--- src/rtl/spi_mem_pkg.sv ---
// Shared state encoding, output bundle and state-class helpers for the SPI memory slave sequencer.
package spi_mem_pkg;

    typedef enum logic [3:0] {
        IDLE         = 4'd0,
        ADDR_SHIFT   = 4'd1,
        GOT_ADDR     = 4'd2,
        READ_WAIT    = 4'd3,
        READ_LOAD    = 4'd4,
        READ_SHIFT   = 4'd5,
        WRITE_SHIFT  = 4'd6,
        WRITE_COMMIT = 4'd7,
        BURST_INC    = 4'd8,
        DONE         = 4'd9
    } state_t;

    localparam logic RW_READ = 1'b1;

    typedef struct packed {
        logic addr_we;
        logic sr_we;
        logic dm_we;
        logic addr_inc;
        logic miso_en;
        logic busy;
    } seq_out_t;

    function automatic logic is_shift_state(input state_t s);
        return (s == ADDR_SHIFT) || (s == READ_SHIFT) || (s == WRITE_SHIFT);
    endfunction

    // An SCLK edge in any of these states means the master is out of step with us.
    function automatic logic is_err_state(input state_t s);
        return (s == GOT_ADDR) || (s == READ_WAIT) || (s == READ_LOAD) ||
               (s == WRITE_COMMIT) || (s == BURST_INC) || (s == DONE);
    endfunction

endpackage

--- src/rtl/spi_bit_counter.sv ---
// SCLK edge counter: synchronous clear, increment on pulse, saturates at BITS.
// tc flags the last bit of a byte so the pulse that lands on it ends the byte.
module spi_bit_counter #(
    parameter int BITS = 8
) (
    input  logic clk,
    input  logic reset,
    input  logic clear,
    input  logic inc,
    output logic tc
);

    localparam int CW = $clog2(BITS + 1);
    localparam logic [CW-1:0] CNT_MAX = CW'(BITS);
    localparam logic [CW-1:0] CNT_TC  = CW'(BITS - 1);

    logic [CW-1:0] count;

    always_ff @(posedge clk) begin
        if (reset) begin
            count <= '0;
        end else if (clear) begin
            count <= '0;
        end else if (inc && (count != CNT_MAX)) begin
            count <= count + 1'b1;
        end
    end

    assign tc = (count == CNT_TC);

endmodule

--- src/rtl/spi_mem_sequencer.sv ---
// Control FSM for the SPI memory slave: address latch, memory write, shift-register
// load and MISO enable, with optional burst auto-increment and protocol-error flag.
//
// state        | meaning
// IDLE         | CS high, waiting for a transaction
// ADDR_SHIFT   | shifting in the address/RW byte
// GOT_ADDR     | latch address, sample RW bit
// READ_WAIT    | waiting MEM_RD_LAT cycles for memory read data
// READ_LOAD    | load read data into the shift register
// READ_SHIFT   | shifting read data out on MISO
// WRITE_SHIFT  | shifting in a write data byte
// WRITE_COMMIT | write the received byte to memory
// BURST_INC    | bump the address latch before the next burst byte
// DONE         | transfer complete, waiting for CS high
module spi_mem_sequencer
    import spi_mem_pkg::*;
#(
    parameter int BITS       = 8,
    parameter int MEM_RD_LAT = 1,
    parameter int BURST_EN   = 0
) (
    input  logic clk,
    input  logic reset,
    input  logic cs_cond,
    input  logic sclk_pos,
    input  logic rw_bit,
    output logic sr_we,
    output logic dm_we,
    output logic addr_we,
    output logic addr_inc,
    output logic miso_en,
    output logic busy,
    output logic proto_err
);

    localparam logic [1:0] LAT_LOAD = (MEM_RD_LAT > 0) ? 2'(MEM_RD_LAT - 1) : 2'd0;
    localparam state_t     RD_ENTRY = (MEM_RD_LAT == 0) ? READ_LOAD : READ_WAIT;
    localparam logic       BURST    = (BURST_EN != 0);

    state_t   state;
    state_t   state_next;
    seq_out_t out_next;
    seq_out_t out_q;
    logic     cnt_tc;
    logic     last_read;
    logic [1:0] lat_cnt;

    spi_bit_counter #(
        .BITS (BITS)
    ) u_bit_counter (
        .clk   (clk),
        .reset (reset),
        .clear (!is_shift_state(state)),
        .inc   (sclk_pos && is_shift_state(state)),
        .tc    (cnt_tc)
    );

    always_ff @(posedge clk) begin
        if (reset) begin
            state <= IDLE;
        end else begin
            state <= state_next;
        end
    end

    always_comb begin
        state_next = state;
        if (cs_cond) begin
            state_next = IDLE;
        end else begin
            case (state)
                IDLE:         state_next = ADDR_SHIFT;
                ADDR_SHIFT:   if (sclk_pos && cnt_tc) state_next = GOT_ADDR;
                GOT_ADDR:     state_next = (rw_bit == RW_READ) ? RD_ENTRY : WRITE_SHIFT;
                READ_WAIT:    if (lat_cnt == 2'd0) state_next = READ_LOAD;
                READ_LOAD:    state_next = READ_SHIFT;
                READ_SHIFT:   if (sclk_pos && cnt_tc) state_next = BURST ? BURST_INC : DONE;
                WRITE_SHIFT:  if (sclk_pos && cnt_tc) state_next = WRITE_COMMIT;
                WRITE_COMMIT: state_next = BURST ? BURST_INC : DONE;
                BURST_INC:    state_next = last_read ? RD_ENTRY : WRITE_SHIFT;
                DONE:         state_next = DONE;
                default:      state_next = IDLE;
            endcase
        end
    end

    // Outputs are decoded from the next state and registered, so each strobe is
    // high exactly while the FSM sits in the matching state.
    always_comb begin
        out_next = '0;
        case (state_next)
            GOT_ADDR:     out_next.addr_we  = 1'b1;
            READ_LOAD:    out_next.sr_we    = 1'b1;
            READ_SHIFT:   out_next.miso_en  = 1'b1;
            WRITE_COMMIT: out_next.dm_we    = 1'b1;
            BURST_INC:    out_next.addr_inc = 1'b1;
            default:      out_next = '0;
        endcase
        out_next.busy = (state_next != IDLE);
    end

    always_ff @(posedge clk) begin
        if (reset) begin
            out_q <= '0;
        end else begin
            out_q <= out_next;
        end
    end

    // Direction is remembered so burst continuation does not re-sample rw_bit,
    // which by then holds shifted data.
    always_ff @(posedge clk) begin
        if (reset) begin
            last_read <= 1'b0;
        end else if (state == GOT_ADDR) begin
            last_read <= (rw_bit == RW_READ);
        end
    end

    always_ff @(posedge clk) begin
        if (reset) begin
            lat_cnt <= LAT_LOAD;
        end else if (state == READ_WAIT) begin
            lat_cnt <= lat_cnt - 1'b1;
        end else begin
            lat_cnt <= LAT_LOAD;
        end
    end

    always_ff @(posedge clk) begin
        if (reset) begin
            proto_err <= 1'b0;
        end else if (cs_cond) begin
            proto_err <= 1'b0;
        end else if (sclk_pos && is_err_state(state)) begin
            proto_err <= 1'b1;
        end
    end

    assign addr_we  = out_q.addr_we;
    assign sr_we    = out_q.sr_we;
    assign dm_we    = out_q.dm_we;
    assign addr_inc = out_q.addr_inc;
    assign miso_en  = out_q.miso_en;
    assign busy     = out_q.busy;

endmodule

--- config.mk ---
export PLATFORM = sky130hd
export DESIGN_NAME = spi_mem_sequencer
export DESIGN_NICKNAME = d
export VERILOG_FILES = /design/src/rtl/spi_mem_pkg.sv /design/src/rtl/spi_bit_counter.sv /design/src/rtl/spi_mem_sequencer.sv
export SDC_FILE = /design/constraint.sdc
export NUM_CORES = 1
export LEC_CHECK = 0
export ABC_AREA = 1
export BUFFER_PORTS_ARGS = -buffer_cell sky130_fd_sc_hd__buf_2
export CORE_ASPECT_RATIO = 1.75
export CORE_MARGIN = 3
export CORE_UTILIZATION = 34
export CTS_CLUSTER_DIAMETER = 40
export DETAILED_ROUTE_END_ITERATION = 8
export HOLD_SLACK_MARGIN = 0.02
export PLACE_DENSITY = 0.62
export SLEW_MARGIN = 15
export SYNTH_ARGS = -nofsm -noshare
export SYNTH_HDL_FRONTEND = slang
export SYNTH_HIERARCHICAL = 1
export SYNTH_SLANG_ARGS = --single-unit
--- constraint.sdc ---
create_clock -name clk -period 1.8 [get_ports clk]
set_input_delay 0.09 -clock clk [delete_from_list [all_inputs] [get_ports clk]]
set_output_delay 0.09 -clock clk [all_outputs]
set_load 0.01 [all_outputs]
==> key figures <==
Status
  • Status: finished, final reports clean

Drt
  • Drt total wl: 2220 µm
  • Routed length per instance: around 11 µm
  • Via density: 4.76
  • DRC viols: 0
  • Initial drt markers: 16
  • Vias post-DR: 928
  • Routed Antenna Nets: 0
  • Pre-Repair DR Iteration Count: 4

Place
  • DP Cell Count: 191
  • Post-Place Cell Area: 0.00110 mm²
  • DP Wirelength: 1840 µm
  • Port bufs: 11
  • GPL Wtd Cong: 0.807

Synthesis
  • Cell taking the most area after synthesis: dfxtp_1
  • Synthesized net count: 160
  • Synth unique cells: 19
  • Most numerous cell in the Yosys netlist: nand2_1
  • Gate Count Post-Synth: around 150
  • Mapped Area: 1000 µm²
  • Synth warnings: 6
  • #FFs+latches synth: 18
  • Area contributors post-synth: dfxtp_1 36%, nand2_1 15%, nor2_1 8.6%, inv_1 7.5%, nand3_1 6.5%
  • Most frequent cells after synthesis: 39 x nand2_1, 23 x nor2_1, 20 x inv_1
  • Register area share after synthesis: 36.0%
  • Top cell type's share of synthesized area: 36.0%
  • Synth Area per Inst: 6.58 µm²
  • FFs w/ async S/R, synth: 0%
  • Number of synthesized flops with an enable pin: 0
  • Top_reg_cell synth: dfxtp_1

Power and ir drop
  • Static leakage: 0.553 nW
  • Maximum VDD drop: 573 µV
  • Pwr Density: a little under 700 mW/mm²

Clock network
  • Clk Latency, worst-skew pair: 0.25 ns
  • Clock Path Buffers: 2
  • Num CTS Buffers: 3
  • Worst-path clk slew: around 0.07 ns
  • Root Buffer: clkbuf_8
  • Clk sinks: 18
  • CTS tree: built
  • H-tree Lvls: 1

Floorplanning
  • Io pins: 12
  • Core Box Area: 0.00275 mm²
  • Die area: approximately 0.0037 mm²
  • Core Rows: 25
  • Die X: 47.0 µm
  • Initial core utilization: 36.3%
  • Die Y: ~78 µm

STA
  • TNS Setup: 0 ns
  • RSZ-0062 raised after global routing: false
  • Final Cycle Share: 86.4%
  • Setup-failing EPs final: 0
  • Max Clock Skew: between 0.002 and 0.0025 ns
  • Slew Viols, Final: 0
  • Fmax: 643 MHz
  • Fin crit period: 1.56 ns
  • Final hold vios: 0

Job
  • Max Cap Viol: 0

Finish
  • Fin nets: around 180
  • Area grow syn2layout: 15.3%
  • Fillers: 300
  • Final Cell Area: 0.00115 mm²
  • Antenna Cells: 0
  • Fin cells: 195
  • Layout cells sized above 1: 22.0%

Global routing
  • Vias in the first global route: 871
  • M3 GR Usage: 2.55%
  • Met1 Use GR: 12.0%
  • GRT Util Overall: 13.8%
  • Initial antenna violation count: 0
  • Largest net degree at the start of global routing: 11
  • First-pass GRT wire length: ~3700 µm
  • Met2 Usage GRT: a little over a quarter
  • Total gr overflow: 0
  • GR peak layer: met2

Setup path
  • Startpoint class of the critical path: flop
  • CP Max Fanout: 7
  • Crit end category: flop
  • Crit Path Class: reg -> reg
  • CP arrival: around 1.7 ns
  • Data required, critical path: 1.95 ns

Worst hold path
  • Min-delay worst type: in -> reg
[layer usage]
| metal | wire (µm) | vias to the layer above |
|---|---|---|
| li1 | - | 494 |
| met1 | 802 | 418 |
| met2 | 1330 | 12 |
| met3 | 50 | 4 |
| met4 | 41 | 0 |
| met5 | 0 | - |
[placed cells by master (no fill, tap or decap), drive strengths merged]
| cell | instances |
|---|---|
| a21oi | 3 |
| a21boi | 1 |
| o21ai | 3 |
| nand3 | 17 |
| dfxtp | 18 |
| nand3b | 1 |
| inv | 24 |
| clkbuf | 4 |
| nand2 | 43 |
| buf | 12 |
| nor3 | 3 |
| nor2 | 31 |
| clkinv | 2 |
| nand4 | 2 |
| conb | 1 |
| ha | 3 |
[power breakdown]
part,switching (W),total (W),internal (W)
sequential,0.00000391,0.000406,0.000402
clock,0.000133,0.000328,0.000194
combinational,0.0000306,0.0000453,0.0000147
[cell type report]
| type | instances | area (µm²) | share of cell area, % |
|---|---|---|---|
| clock buffers | 4 | 55.1 | 4.78 |
| inverters | 26 | 97.6 | 8.47 |
| multi-input cells | 108 | 542 | 47.0 |
| flip-flops and latches | 18 | 362 | 31.4 |
| well taps | 27 | 33.8 | 2.93 |
| repair buffers | 12 | 62.6 | 5.43 |
[through the flow]
step | hold WS [ns] | util (%) | setup WS (ns) | power [W]
floorplan | 0.162 | - | 0.388 | 0.000443
detailed placement | 0.384 | 39.8 | 0.153 | 0.000460
global route | 0.0994 | 41.9 | 0.0205 | 0.000819
finish | 0.107 | 41.9 | 0.245 | 0.000779
CTS | 0.108 | 41.8 | 0.136 | 0.000789
global placement | 0.381 | 39.8 | 0.173 | 0.000460
[worst paths after layout]
path               from                     end  slack (ns)  depth (start not counted)
max            state[1]  u_bit_counter/count[1]        0.24                          9
min               reset                state[1]        0.11                          2
max reg2reg    state[1]  u_bit_counter/count[1]        0.24                          9
min reg2reg  lat_cnt[0]              lat_cnt[0]        0.42                          1
[cells by family after synthesis]
kind of cell | Yosys count | synth area share [%]
AO/OA/AOI/OAI | 7 | 3.75
other | 1 | 0.375
adder cells (fa/ha/maj) | 3 | 3.76
buffers and inverters | 26 | 9.76
AND/OR/NAND/NOR | 97 | 46.3
flip-flops | 18 | 36.0
[critical path, cell delays in order (launching register included)]
cell     delay, ns
dfxtp_2       0.42
inv_1         0.09
nor2_2        0.16
nand2_1       0.10
inv_1         0.06
a21oi_1       0.05
nor2_1        0.25
nand2_2       0.12
o21ai_0       0.15
nor2_1        0.05
[sequential cells by signal (all words and copies together), names as in the netlist]
signal and flops:
state 4, u_bit_counter/count 4, lat_cnt 2, addr_inc 1, addr_we 1, busy 1
dm_we 1, last_read 1, miso_en 1, proto_err 1, sr_we 1
[what timing repair did]
action | CTS | global route
gates resized for setup | 0 | 1
setup buffers | 0 | 0
setup endpoints to repair | 0 | 2
hold buffers | 0 | 0
No activity file was read; power rests on OpenSTA's default activity.
